===== src/rtl/multi_freq_divider_pkg.sv =====
// Shared types for the SIMPS clock/tick divider: output mode, channel
// configuration record and the channel-select width helper.
package simps_clk_pkg;

  localparam int DIV_WIDTH = 8;

  typedef enum logic {
    DIV_TOGGLE = 1'b0,
    DIV_STROBE = 1'b1
  } div_mode_t;

  typedef struct packed {
    logic [DIV_WIDTH-1:0] div;
    div_mode_t            mode;
  } div_cfg_t;

  // A single-channel build still needs a 1-bit select port.
  function automatic int ch_sel_width(input int n_ch);
    return (n_ch > 1) ? $clog2(n_ch) : 1;
  endfunction

endpackage


===== src/rtl/multi_freq_divider_channel.sv =====
// One divider channel: terminal-count counter, active and shadow config,
// and registered div_out/tick outputs.
module freq_div_channel
  import simps_clk_pkg::*;
#(
  parameter int DEFAULT_DIV = 2
) (
  input  logic                 clk,
  input  logic                 reset,
  input  logic                 en,
  input  logic                 sync,
  input  logic                 cfg_wr,
  input  logic [DIV_WIDTH-1:0] cfg_div,
  input  div_mode_t            cfg_mode,
  output logic                 cfg_pending,
  output logic                 div_out,
  output logic                 tick
);

  localparam div_cfg_t RESET_CFG = '{div: DIV_WIDTH'(DEFAULT_DIV), mode: DIV_TOGGLE};

  div_cfg_t             active_q, active_d;
  div_cfg_t             shadow_q, shadow_d;
  div_cfg_t             wr_cfg, next_cfg;
  logic [DIV_WIDTH-1:0] count_q, count_d;
  logic                 pending_q, pending_d;
  logic                 div_out_q, div_out_d;
  logic                 tick_q, tick_d;
  logic                 tc;

  assign wr_cfg = '{div: cfg_div, mode: cfg_mode};
  assign tc     = (count_q == active_q.div);

  always_comb begin
    // NOTE: every next-state value defaults to hold first, so no path through
    // the branches below can infer a latch.
    count_d   = count_q;
    active_d  = active_q;
    shadow_d  = shadow_q;
    pending_d = pending_q;
    div_out_d = div_out_q;
    tick_d    = 1'b0;
    next_cfg  = active_q;

    if (sync) begin
      // Realign to phase 0; a write in this same cycle wins over an older shadow.
      count_d   = '0;
      div_out_d = 1'b0;
      pending_d = 1'b0;
      if (cfg_wr)         active_d = wr_cfg;
      else if (pending_q) active_d = shadow_q;
    end else if (!en) begin
      if (active_q.mode == DIV_STROBE) div_out_d = 1'b0;
      if (cfg_wr) begin
        active_d  = wr_cfg;
        pending_d = 1'b0;
        count_d   = '0;
        if (wr_cfg.mode != active_q.mode) div_out_d = 1'b0;
      end
    end else if (tc) begin
      // The TC applies the shadow held before this edge; a concurrent write
      // becomes the next pending shadow.
      count_d   = '0;
      tick_d    = 1'b1;
      next_cfg  = pending_q ? shadow_q : active_q;
      active_d  = next_cfg;
      pending_d = 1'b0;
      if (next_cfg.mode != active_q.mode)  div_out_d = 1'b0;
      else if (active_q.mode == DIV_TOGGLE) div_out_d = ~div_out_q;
      else                                  div_out_d = 1'b1;
      if (cfg_wr) begin
        shadow_d  = wr_cfg;
        pending_d = 1'b1;
      end
    end else begin
      count_d = count_q + 1'b1;
      if (active_q.mode == DIV_STROBE) div_out_d = 1'b0;
      if (cfg_wr) begin
        shadow_d  = wr_cfg;
        pending_d = 1'b1;
      end
    end
  end

  // NOTE: state registers use non-blocking assignments so every flop samples
  // the pre-edge values computed above.
  always_ff @(posedge clk) begin
    if (reset) begin
      count_q   <= '0;
      active_q  <= RESET_CFG;
      shadow_q  <= '0;
      pending_q <= 1'b0;
      div_out_q <= 1'b0;
      tick_q    <= 1'b0;
    end else begin
      count_q   <= count_d;
      active_q  <= active_d;
      shadow_q  <= shadow_d;
      pending_q <= pending_d;
      div_out_q <= div_out_d;
      tick_q    <= tick_d;
    end
  end

  assign cfg_pending = pending_q;
  assign div_out     = div_out_q;
  assign tick        = tick_q;

endmodule


===== src/rtl/multi_freq_divider.sv =====
// N-channel programmable clock/tick divider: decodes config writes to
// per-channel strobes and broadcasts sync to every channel.
module multi_freq_divider
  import simps_clk_pkg::*;
#(
  parameter int N_CH        = 4,
  parameter int WIDTH       = DIV_WIDTH,  // must equal simps_clk_pkg::DIV_WIDTH
  parameter int DEFAULT_DIV = 2
) (
  input  logic                            clk,
  input  logic                            reset,
  input  logic [N_CH-1:0]                 en,
  input  logic                            sync,
  input  logic                            cfg_wr,
  input  logic [ch_sel_width(N_CH)-1:0]   cfg_ch,
  input  logic [WIDTH-1:0]                cfg_div,
  input  logic                            cfg_mode,
  output logic [N_CH-1:0]                 cfg_pending,
  output logic [N_CH-1:0]                 div_out,
  output logic [N_CH-1:0]                 tick
);

  localparam int CH_W = ch_sel_width(N_CH);

  for (genvar g = 0; g < N_CH; g++) begin : g_ch
    logic ch_wr;

    // Out-of-range channel numbers match no instance and are dropped.
    assign ch_wr = cfg_wr && (cfg_ch == CH_W'(g));

    freq_div_channel #(
      .DEFAULT_DIV (DEFAULT_DIV)
    ) u_ch (
      .clk         (clk),
      .reset       (reset),
      .en          (en[g]),
      .sync        (sync),
      .cfg_wr      (ch_wr),
      .cfg_div     (cfg_div),
      .cfg_mode    (div_mode_t'(cfg_mode)),
      .cfg_pending (cfg_pending[g]),
      .div_out     (div_out[g]),
      .tick        (tick[g])
    );
  end

endmodule


===== config.mk =====
export PLATFORM = sky130hd
export DESIGN_NAME = multi_freq_divider
export DESIGN_NICKNAME = d
export VERILOG_FILES = /design/src/rtl/multi_freq_divider_pkg.sv /design/src/rtl/multi_freq_divider_channel.sv /design/src/rtl/multi_freq_divider.sv
export SDC_FILE = /design/constraint.sdc
export NUM_CORES = 1
export LEC_CHECK = 0
export BUFFER_PORTS_ARGS = -buffer_cell sky130_fd_sc_hd__buf_4
export CAP_MARGIN = 20
export CORE_AREA = 3 3 108 110
export DETAILED_ROUTE_END_ITERATION = 10
export DIE_AREA = 0 0 111 113
export PLACE_DENSITY = 0.74
export SLEW_MARGIN = 20
export SYNTH_ARGS = -nofsm -noshare
export SYNTH_HDL_FRONTEND = slang
export SYNTH_SLANG_ARGS = --single-unit

===== constraint.sdc =====
create_clock -name clk -period 2.1 [get_ports clk]
set_clock_uncertainty 0.15 [all_clocks]
set_input_delay 0.21 -clock clk [delete_from_list [all_inputs] [get_ports clk]]
set_output_delay 0.21 -clock clk [all_outputs]
set_load 0.005 [all_outputs]

==> summary by stage, run 1 <==
Floorplan
The number of top-level pins is 31. The floorplan has 38 rows. In this run the horizontal extent of the chip is 111 um. The overall die area is 12500 um^2.

The initial core utilization is 54.7%. The floorplan die height is 113 um. The floorplan step defined a core boundary enclosing 10800 um^2.

Synth
The synthesized design devotes to its leading area cell type 39.3% of total area. Sequential cells were found to cover roughly two fifths of the synthesized design area. The net count after synthesis is 702. The synthesized design contains 0 enable-type register cells. The predominant post-synthesis flop cell is dfxtp_1. The average instance in the mapped netlist occupies 8.69 um^2. During synthesis, Yosys emitted a total of 0 warnings.

The largest total area in the synthesized netlist belongs to dfxtp_1. In this run, distinct cell masters in the synthesized netlist total 66. The number of instances in the synthesized netlist is 679. The fraction of synthesis flops using an asynchronous set or reset pin is 0%. Counting flops and latches in the post-synthesis netlist gives 116. In the post-synthesis netlist, the biggest area contributors are dfxtp_1, mux2i_1, nor2_1. In this run the cell area of the synthesized design comes to approximately 6000 um^2.

STA
For the pin with the worst max-slew slack, the measured transition is about 0.51 ns. Setup total negative slack on the finished layout was measured at 0 ns. The slack of the critical path is 0.108 ns.

In this run the tightest slew margin relative to its limit is 66.2%. Setup violations remaining at the end of the flow were counted as 0. The hold violation count in the final report is 0. The number of max-slew violations in the final report was 0. After layout, the worst path uses 94.9% of the clock period. Derived from the worst setup path, the maximum achievable clock frequency is 0.502 GHz. Setup repair after global routing could not meet its margin everywhere. The post-route minimum period is 1.99 ns.

Cells and area
The number of nets in the layout is 752. The final core utilization is between 60% and 70%. Cells with a size suffix above 1 make up 16.7% of the layout. Leaving out fill and tap cells, the most frequent cell in the layout is dfxtp_1. The antenna diode instance count is 0.

The final cell count without fillers is 882. Compared with the post-synthesis result, the final layout area differs by 19.5%. The number of inserted filler cells in the final layout is between 800 and 900. The library cells used most frequently in the layout, excluding fill and tap cells, are dfxtp_1, nor2_1, buf_4.

CTS
The number of clock buffers added by TritonCTS is 17. The clock transition time at the flip-flop clock pins of the worst setup and hold paths is 0.06 ns. TritonCTS built the clock tree. No sink is reached through more buffers than the 2 on the longest clock path. The tree is rooted in a clkbuf_8.

For this design, the sink count on the clock tree is 116. The H-tree depth is 4. The clock insertion delay at the later pin of the skew report is 0.53 ns.

Setup path
The type of element capturing the critical path is a flip-flop. The count of buffer and inverter cells on the critical path is 0. The delay of the slowest critical-path stage is slightly below 0.5 ns. Data on the critical path is required at its endpoint by 2.37 ns. The category of the most critical setup path is flip-flop to flip-flop. STA classifies the critical path startpoint as a flip-flop. Among all stages on the critical path, the largest delay is contributed by o211ai_1.

The family of cells with the greatest summed delay on the critical path is compound AO/OA/AOI/OAI gates. The critical path goes through xnor2_1 -> nand4_1 -> o211ai_1 -> o21ai_0 -> mux2_2. For the worst setup path, the data arrival time is between 2 and 2.5 ns. The maximum fanout encountered on the critical timing path is 7.

Pwr
The worst-case IR drop observed on VDD is 0.000619 V. The power density over the cells is 829 nW/um^2. The sum of internal, switching and leakage power is 5850 uW.

The analysis attributes to cell leakage a power of 0.00262 uW.

Drt
The overall via count from detail_route is 5150. The vias per cell is 5.84. The routed length per instance is 16.3 um. The first-pass iteration count of the detailed router is 7. The count of routing violations after the opening detailed-route iteration is 389.

The final antenna-violating net count is 0. The detailed-route DRC error count is 0. The routed wire length is 14400 um.

Placement
The global placer's final weighted congestion is 0.832. The number of port buffers is 30. Prior to clock tree synthesis, the placed netlist has a worst setup slack of 0.0790 ns.

After detailed placement, the design holds a cell count of between 800 and 900. The HPWL after detailed placement is 9670 um.

Global route
The via count of the first global-routing pass was 4860. The initial antenna violation count is 0. The maximum number of pins on one net before global-route repair is 38. The total overflow left after global routing is 0.

The global-route wire length before repair is between 20000 and 25000 um. For this run, the total global-route usage over all layers was measured as between 20% and 30%.

Job
Max-cap violations in this run came to 0.

Hold path
The path class of the tightest hold or removal check is input port to flip-flop.

Run status
The flow ran to the end, and the final reports show no timing, DRC or antenna violations.
==> power breakdown <==
group	switching (uW)	leakage, uW	internal [uW]
registers	64.3	0.000941	2270
logic	354	0.00139	261
clock network	1030	0.000286	1860
total	1450	0.00262	4390
==> layout make-up <==
class,instances,area (um^2),share of cell area [%]
well taps,140,175,2.48
clock buffers,19,442,6.26
flip-flops and latches,116,2320,32.9
multi-input cells,481,3190,45.3
repair buffers,80,636,9.02
inverters,33,124,1.76
clock inverters,13,158,2.24
==> worst register-to-register path: stages (launching register included) <==
cell      delay (ns)
dfxtp_1         0.43
xnor2_1         0.15
nand4_1         0.25
o211ai_1        0.49
o21ai_0         0.15
mux2_2          0.27
==> through the flow <==
step	hold slack, ns	instance area (um^2)
after floorplan	0.196	5900
after global placement	0.290	6240
after detailed placement	0.295	6240
after CTS	0.0132	6980
after global routing	0.0855	7050
final	0.0345	7050
==> cell usage after synthesis, types with 3 or more instances <==
| library cell | count |
|---|---|
| a21o_1 | 3 |
| a21oi_1 | 35 |
| a21oi_2 | 3 |
| a221oi_1 | 21 |
| a22o_1 | 3 |
| a22oi_1 | 3 |
| a31oi_1 | 11 |
| and3_1 | 9 |
| buf_1 | 4 |
| buf_2 | 10 |
| buf_4 | 13 |
| buf_6 | 3 |
| clkbuf_1 | 19 |
| dfxtp_1 | 116 |
| ha_1 | 4 |
| inv_1 | 33 |
| mux2_2 | 5 |
| mux2i_1 | 44 |
| nand2_1 | 46 |
| nand2b_1 | 5 |
| nand3_1 | 39 |
| nand3b_1 | 17 |
| nand4_1 | 6 |
| nor2_1 | 70 |
| nor3_1 | 11 |
| nor3b_1 | 3 |
| nor4_1 | 3 |
| o211ai_1 | 9 |
| o21ai_0 | 30 |
| o31a_1 | 3 |
| o31ai_1 | 8 |
| or3_1 | 8 |
| xnor2_1 | 27 |
| xor2_1 | 13 |
==> final timing paths <==
kind         slack [ns]  cells after the start                                  start                               endpoint
max reg2reg        0.11                      5   g_ch[1].u_ch.count_q[0]$_SDFFE_PP0P_   g_ch[1].u_ch.count_q[2]$_SDFFE_PP0P_
max                0.11                      5   g_ch[1].u_ch.count_q[0]$_SDFFE_PP0P_   g_ch[1].u_ch.count_q[2]$_SDFFE_PP0P_
min reg2reg        0.30                      2  g_ch[0].u_ch.shadow_q[4]$_SDFFE_PP0P_  g_ch[0].u_ch.shadow_q[4]$_SDFFE_PP0P_
min                0.03                      4                                 cfg_wr  g_ch[2].u_ch.cfg_pending$_SDFFE_PP0P_
==> metal layers <==
layer  vias to the layer above  global-route usage [%]  share of wire [%]  routed length [um]
met2                       147                    38.8                 50                7220
met1                      2442                    27.6                 43                6140
met3                        27                    5.78                5.0                 713
li1                       2534                       -                  -                   -
met5                         -                       0                  0                   0
met4                         0                    9.52                2.0                 284
==> cell families after synthesis <==
| kind of cell | Yosys count | share of synthesized area, % |
|---|---|---|
| xor+xnor | 42 | 6.49 |
| flops | 116 | 39.3 |
| buf+inv | 82 | 6.64 |
| compound gates | 155 | 18.5 |
| simple gates | 230 | 19.5 |
| fa+ha+maj | 4 | 0.848 |
| mux | 50 | 8.65 |
==> registers in the layout (all words and copies together) (netlist names) <==
name and cells:
g_ch.u_ch.active_q 36, g_ch.u_ch.cfg_pending 4, g_ch.u_ch.count_q 32, g_ch.u_ch.div_out 4, g_ch.u_ch.shadow_q 36, g_ch.u_ch.tick 4
==> timing repair <==
action                                 4_1_cts  5_1_grt
endpoints found under the hold margin       92        0
resized for setup                            0        2
setup buffers                                0        8
setup endpoints to repair                    0       13
hold buffers                                14        0
No activity file was read; power rests on OpenSTA's default activity.
==> run 2: changes to the inputs <==
--- a/config.mk
+++ b/config.mk
@@ -5,12 +5,14 @@
 export SDC_FILE = /design/constraint.sdc
 export NUM_CORES = 1
 export LEC_CHECK = 0
+export ABC_AREA = 1
 export BUFFER_PORTS_ARGS = -buffer_cell sky130_fd_sc_hd__buf_4
 export CAP_MARGIN = 20
-export CORE_AREA = 3 3 108 110
+export CORE_AREA = 3 3 114 116
 export DETAILED_ROUTE_END_ITERATION = 10
-export DIE_AREA = 0 0 111 113
+export DIE_AREA = 0 0 117 119
 export PLACE_DENSITY = 0.74
+export SKIP_LAST_GASP = 1
 export SLEW_MARGIN = 20
 export SYNTH_ARGS = -nofsm -noshare
 export SYNTH_HDL_FRONTEND = slang
==> run 2 against run 1 <==
Clock-buffer cell count rose by 9. Area after synthesis rose by 13%. Worst hold slack worse by 0.026 ns. Sequential cell count did not move. Sequential power barely moved. Register-to-register slack gained 0.29 ns. Core utilization shrank 2.1 points. Via count rose by 25%. Critical endpoint is now g_ch[2].u_ch.shadow_q[0]$_SDFFE_PP0P_. Largest cell class unchanged.
==> summary by stage, run 2 <==
STA
The slew at the pin with the worst max-slew slack is about 0.60 ns. The number of max-slew violations in the final report is 0. Of the available clock period, the critical path in the final layout requires approximately 93%. The worst path in the final design needs a cycle of 1.95 ns, including I/O delays and setup.

Setup repair after global routing left no endpoint under its margin. Hold is met by 0.00895 ns. The hold violation count in the final report is 0. The slack of the critical path is 0.152 ns. The maximum clock frequency is 0.513 GHz.

The number of setup violations in the final report is 0. The sum of negative setup slack is 0 ns. The worst slew margin relative to its limit is between 50% and 60%.

CTS
The H-tree depth is 4. The maximum root-to-sink buffer count is 2. At the later pin of the worst-skew pair, clock insertion delay measures 0.42 ns. The number of buffers inserted during clock tree synthesis is 17.

Counting every sink on the clock net gives 116. After clock tree synthesis, the clock-pin slew on the worst setup and hold paths is 0.05 ns. TritonCTS built the clock tree. The root buffer cell chosen for the clock tree is clkbuf_16.

Synth
In the post-synthesis netlist, the biggest area contributors are dfxtp_1, nand2_1, a21oi_1. Among all flip-flop cells after synthesis, the most frequent one is dfxtp_1. The sequential share of the synthesized area is between 30% and 40%. For this run, asynchronously set or reset flops after synthesis account for 0%. Synthesis handed over a netlist of 1060 instances. The post-synthesis instance area is ~6700 um^2. The share of synthesized area in the top cell type comes to between 30% and 40%.

The average size of a mapped cell is 6.28 um^2. The count of flip-flops with a built-in enable after synthesis is 0. The most repeated cell in the gate-level netlist after synthesis is nand2_1.

Counting instances in the post-synthesis netlist gives the leading cell types as nand2_1, a21oi_1, dfxtp_1, nor2_1, inv_1. The net count after synthesis is 1083. After synthesis the netlist holds a flip-flop and latch count of 116. The Yosys warning count is 0.

The largest total area in the synthesized netlist belongs to dfxtp_1. The unique cell type count in the Yosys netlist is 29.

Floorplan
The die width is about 120 um. The floorplan die height is about 120 um. During I/O placement, the number of pins put on the boundary was 31. The initial core utilization is 55.4%. The region available for standard cell placement spans 12000 um^2. The die covers 13900 um^2. The floorplan has 40 rows.

Pwr
The power density over the cells is 771 nW/um^2. The clock power share is a little under half. The maximum vdd drop is 0.000605 V. The cell-internal power is 4320 uW. The static leakage power is 0.00333 uW. Combinational cells account for 13.1% of the total power.

The switching share of power is 26.2%. The part of the power in registers is 40.2%. The analysis attributes to net switching a power of 1530 uW.

Drt
The final antenna-violating net count is 0. The first-pass iteration count of the detailed router is 5. Summed over all layers, the routed wires come to 16300 um. The overall via count from detail_route is 6414. The routed length per instance is 13.2 um.

The vias per cell is 5.18. The detailed-route DRC error count is 0. In this run, the number of DRC markers left after iteration 0 of detailed routing was 572.

Cells and area
In the final layout, the registers with the most flip-flops are g_ch.u_ch.active_q x36, g_ch.u_ch.shadow_q x36, g_ch.u_ch.count_q x32. Compared with the post-synthesis result, the final layout area differs by 14.1%. The post-route cell area is approximately 7600 um^2. The library cells used most frequently in the layout, excluding fill and tap cells, are nand2_1, a21oi_1, dfxtp_1. The commonest non-fill, non-tap cell in the layout is nand2_1.

The antenna diode instance count is 0. For this run, the post-layout net count is 1102. Cells with a size suffix above 1 make up 9.44% of the layout.

Setup path
The type of element capturing the critical path is a flip-flop. For the worst setup path, the data required time is 2.32 ns. STA puts the critical path data arrival time at 2.16 ns.

The category of the most critical setup path is input port to flip-flop. STA classifies the critical path startpoint as an input port. The maximum fanout encountered on the critical timing path is 17.

Job
Across the run, the number of max-cap violations was 0.

Placement
After legalization and detailed placement, the total HPWL measured 10900 um. OpenSTA, run right after detailed placement, puts the worst setup slack at 0.379 ns. Input and output buffers added on the ports amount to 30.

After detailed placement, the total cell area comes to 6900 um^2. At the end of routability-driven placement, the weighted congestion stood at ~0.84.

Global route
The via count of the first global-routing pass was 5610. The initial antenna violation count is 0. Entering global routing, the biggest net connects 60 pins. The final global-route overflow total is 0.

Across every metal layer, demand over resource in global routing totals 24.1%. The global-route wire length before repair is 26900 um.

Run status
The run finished with clean final reports.

Hold path
The kind of path behind the tightest hold check is input port to flip-flop.
run 2: changes by cell type after synthesis, sizes merged, moves of 11 or more:
cell	change
a21oi	+85
a221oi	-21
buf	+11
inv	+85
mux2i	-45
nand2	+237
nand3	+40
nand3b	-11
nor2	+42
o21ai	+81
xnor2	-15
run 2: critical path: stages:
cell and delay [ns]:
dlygate4sd3_1 0.52, buf_4 0.14, inv_1 0.08, nor2_2 0.15, nand2_1 0.14, inv_4 0.17, nand2_1 0.08, a21oi_1 0.11
dlygate4sd3_1 0.55
run 2: cell families after synthesis:
group / Yosys count / share of synthesized area (%)
AOI/OAI and AO/OA: 245 / 19.3
xor gates and xnor gates: 24 / 3.16
adders and majority gates: 4 / 0.752
buffers and inverters: 178 / 11.3
DFF: 116 / 34.9
and+or+nand+nor: 493 / 30.6
run 2: final timing paths:
path                                              start                               endpoint  slack, ns  depth (start not counted)
setup / recovery                                  en[2]  g_ch[2].u_ch.shadow_q[0]$_SDFFE_PP0P_       0.15                          9
hold / removal                               cfg_div[7]  g_ch[0].u_ch.shadow_q[8]$_SDFFE_PP0P_      0.009                          3
setup reg to reg  g_ch[0].u_ch.cfg_pending$_SDFFE_PP0P_  g_ch[0].u_ch.active_q[7]$_SDFFE_PP0P_       0.40                          6
hold reg to reg   g_ch[0].u_ch.shadow_q[1]$_SDFFE_PP0P_  g_ch[0].u_ch.shadow_q[1]$_SDFFE_PP0P_       0.31                          2
run 2: cell type report:
| type | instances | area, um^2 |
|---|---|---|
| fill | 1152 | 4420 |
| tap | 147 | 184 |
| clock inverter | 3 | 15.0 |
| sequential | 116 | 2320 |
| clock buffer | 28 | 547 |
| multi-input combinational | 766 | 3580 |
| timing repair buffer | 60 | 493 |
| inverter | 118 | 445 |
run 2: stage by stage:
| stage | std cells | utilization, % | total power (uW) |
|---|---|---|---|
| 2_1_floorplan | 1060 | - | 2950 |
| 3_3_place_gp | 1195 | 57.5 | 3130 |
| 3_5_place_dp | 1195 | 57.5 | 3140 |
| 4_1_cts | 1238 | 63.1 | 5870 |
| 5_1_grt | 1238 | 63.2 | 6100 |
| 6_report | 1238 | 63.2 | 5850 |
run 2: layer usage:
layer  global-route usage [%]  up-vias  part of all wire (%)
li1                         -     3431                     -
met1                     33.7     2840                    49
met2                     37.4      121                    45
met3                     4.98       22                   4.2
met4                     7.10        0                   1.2
met5                        0        -                     0
run 2: power by group through the flow:
stage | sequential, uW | combinational [uW] | clock (uW)
3_5_place_dp | 2400 | 742 | 0
6_report | 2350 | 769 | 2730
4_1_cts | 2350 | 767 | 2750
5_1_grt | 2360 | 888 | 2850
2_1_floorplan | 2380 | 570 | 0
3_3_place_gp | 2400 | 733 | 0
run 2: repair_timing:
item,CTS,global route
hold buffers,12,0
endpoints found under the setup margin,0,1
buffers inserted,0,0
gates resized for setup,0,2
hold endpoints to repair,27,0
==> run 3: changes to the inputs <==
--- a/config.mk
+++ b/config.mk
@@ -8,9 +8,9 @@
 export ABC_AREA = 1
 export BUFFER_PORTS_ARGS = -buffer_cell sky130_fd_sc_hd__buf_4
 export CAP_MARGIN = 20
-export CORE_AREA = 3 3 114 116
+export CORE_AREA = 2 2 113 115
 export DETAILED_ROUTE_END_ITERATION = 10
-export DIE_AREA = 0 0 117 119
+export DIE_AREA = 0 0 115 117
 export PLACE_DENSITY = 0.74
 export SKIP_LAST_GASP = 1
 export SLEW_MARGIN = 20
==> run 3 against run 2 <==
First-iteration DRC count down 19%. Cell count about the same. Total power up 9.8%. Sequential power about the same. Via count up 1.2%. Combinational power about the same. Clock power up 21%. Clock-buffer cell count down 6. Critical path type unchanged. Critical endpoint is now g_ch[0].u_ch.shadow_q[0]$_SDFFE_PP0P_. Largest cell class unchanged. Highest routed layer unchanged.
==> summary by stage, run 3 (synthesis results as in run 2) <==
Cells and area
Cells with a size suffix above 1 make up approximately a tenth of the layout. With fillers left out, the area of the finished cells amounts to 7680 um^2. Once layout is complete, the utilization of the core stands at between 60 and 70%. The antenna diode instance count is 0.

The register area is 2320 um^2. The number of inserted filler cells in the final layout is 1137. The largest registers in the layout are g_ch.u_ch.active_q x36, g_ch.u_ch.shadow_q x36, g_ch.u_ch.count_q x32. The relative area change from synthesis to final layout is 15.4%.

The multi-input combinational cell area is 3580 um^2. The commonest non-fill, non-tap cell in the layout is nand2_1. Once layout is complete, the cells apart from fillers number roughly 1200. After the last flow step, the layout net total stands at around 1100.

The top cell types in the final layout, fill and taps aside, are nand2_1, a21oi_1, dfxtp_1.

Setup path
The maximum fanout encountered on the critical timing path is 16. The startpoint identified for the worst register-to-register timing path is g_ch[1].u_ch.count_q[4]$_SDFFE_PP0P_. The data required time of the critical path is 2.31 ns. For flop-to-flop paths, the worst setup slack is 0.34 ns. The arrival time reported for the critical path endpoint is about 2.2 ns. The element type at the critical path start is an input port. The category of the most critical setup path is input port to flip-flop.

The destination of the worst register-to-register timing path is g_ch[1].u_ch.active_q[6]$_SDFFE_PP0P_. The worst setup path is captured at a flip-flop. The worst register-to-register path has a depth of 8. The launching element of the worst setup path is en[0].

Pwr
Net switching is 24.1% of the power. The worst-case IR drop observed on VDD is 0.000550 V. The combinational fraction of design power is 11.9%.

The power density over the cells is roughly 840 nW/um^2. In this run the static leakage power is around 0.0034 uW. The internal power of the cells totals about 5000 uW. The part of the power in registers is 36.6%. The clock network accounts for about half of the total power. The net switching power of the design is 1550 uW.

Global route
The first global-routing pass estimated 27000 um of wire. The total global routing track utilization is 25.3%. Entering global routing, the biggest net connects 69 pins. The via count of the first global-routing pass is 5687. The final global-route overflow total is 0. The initial antenna violation count is 0.

Floorplan
The initial utilization of the core area, before any placement, comes to 54.0%. The floorplan step defined a core boundary enclosing 12300 um^2. Pin placement for this block handled 31 I/O pins. The floorplan has 41 rows. The overall die area is 13500 um^2.

The die is 115 um wide. From bottom edge to top edge, the die measures 117 um.

STA
The hold violation count in the final report is 0. Setup repair after global routing left no endpoint under its margin. Headroom to the max-slew limit came out at ~60%. The fraction of the cycle the final worst path needs is 96.0%. Static timing analysis puts the maximum clock frequency at 0.496 GHz. The number of max-slew violations in the final report was 0. At the pin with the least slew margin, the transition time is 0.601 ns. The slack of the critical path is 0.0832 ns. The sum of negative setup slack is 0 ns.

The number of setup violations in the final report is 0. The post-route minimum period is 2.02 ns.

CTS
TritonCTS built the clock tree. The clock net sink count is between 100 and 150. The H-tree generated during clock tree synthesis spans 4 levels.

At the later pin of the worst-skew pair, clock insertion delay measures between 0.4 and 0.5 ns. The clock passes through at most 2 buffers. The clock transition time at the flip-flop clock pins of the worst setup and hold paths is 0.05 ns. The tree is rooted in a clkbuf_16.

Counting the buffers created by CTS gives 17.

Placement
Summing all placed instances gives a cell area of 6880 um^2. The number of placed cells counting well taps is 1195. Prior to clock tree synthesis, the placed netlist has a worst setup slack of just under 0.4 ns. The congestion estimate from routability-driven global placement came to 0.837. In this run the tool buffered the top-level ports with 30 buffer cells. Once detailed placement completed, the half-perimeter wirelength came to roughly 11000 um.

Drt
The first-pass iteration count of the detailed router is 5. The routed length per instance is 13.2 um. Summed over all layers, the routed wires come to 16400 um. The detail route stage leaves a number of antenna-violating nets equal to 0.

The first routing iteration left 461 violations. Using the TritonRoute via totals, the vias-per-cell ratio works out to 5.24. The final route contains 6488 vias. The detailed-route DRC error count is 0.

Hold path
In this run the worst hold path is classified as input port to flip-flop. The start point of the worst min-delay path is cfg_div[7]. For hold timing, the worst endpoint is g_ch[0].u_ch.shadow_q[8]$_SDFFE_PP0P_. Along the worst hold path, the cell count comes to 3.

Run status
The run finished with clean final reports.

Job
Across the run, the number of max-cap violations was 0.
run 3: worst max-delay path by stage:
stage                                                       end  slack (ns)  cells after the start
final                     g_ch[0].u_ch.shadow_q[0]$_SDFFE_PP0P_        0.08                      9
after global routing      g_ch[0].u_ch.shadow_q[0]$_SDFFE_PP0P_        0.03                      9
after CTS                 g_ch[0].u_ch.shadow_q[0]$_SDFFE_PP0P_        0.05                      9
after detailed placement  g_ch[1].u_ch.active_q[6]$_SDFFE_PP0P_        0.39                      8
after global placement    g_ch[1].u_ch.active_q[1]$_SDFFE_PP0P_        0.43                      8
after floorplan                 g_ch[1].u_ch.div_out$_SDFF_PP0_        0.65                     10
run 3: cell type report:
| type | count | area share, % |
|---|---|---|
| multi-input cells | 766 | 46.6 |
| flip-flops and latches | 116 | 30.2 |
| clock buffers | 22 | 6.17 |
| repair buffers | 57 | 6.13 |
| inverters | 118 | 5.77 |
| clock inverters | 10 | 2.61 |
| well taps | 150 | 2.44 |
run 3: what timing repair did:
item	CTS	global route
hold endpoints to repair	38	0
setup buffers	0	0
hold buffers	12	0
resized for setup	0	1
endpoints found under the setup margin	0	1
run 3: per-stage QoR:
step           hold slack, ns  total power, uW
2_1_floorplan           0.129             2950
3_3_place_gp            0.292             3130
3_5_place_dp            0.300             3140
4_1_cts               0.00866             6470
5_1_grt                0.0201             6690
6_report               0.0280             6430
run 3: per-layer routing:
metal  global-route usage (%)  share of wire (%)
met1                     32.5                 46
met2                     41.7                 46
met3                     5.61                5.5
met4                     10.1                2.4
met5                        0                  0
run 3: worst max-delay path, cell delays in order:
cell and delay (ns):
dlygate4sd3_1 0.53, buf_4 0.20, inv_1 0.08, nor2_1 0.18, nand2_2 0.21, inv_2 0.12
nand2_1 0.05, a21oi_1 0.11, dlygate4sd3_1 0.54
run 3: power groups by stage:
stage / logic [uW] / registers [uW] / clock network [uW]
finish: 767 / 2360 / 3310
global route: 884 / 2360 / 3440
CTS: 764 / 2350 / 3350
detailed placement: 740 / 2400 / 0
global placement: 732 / 2400 / 0
floorplan: 570 / 2380 / 0
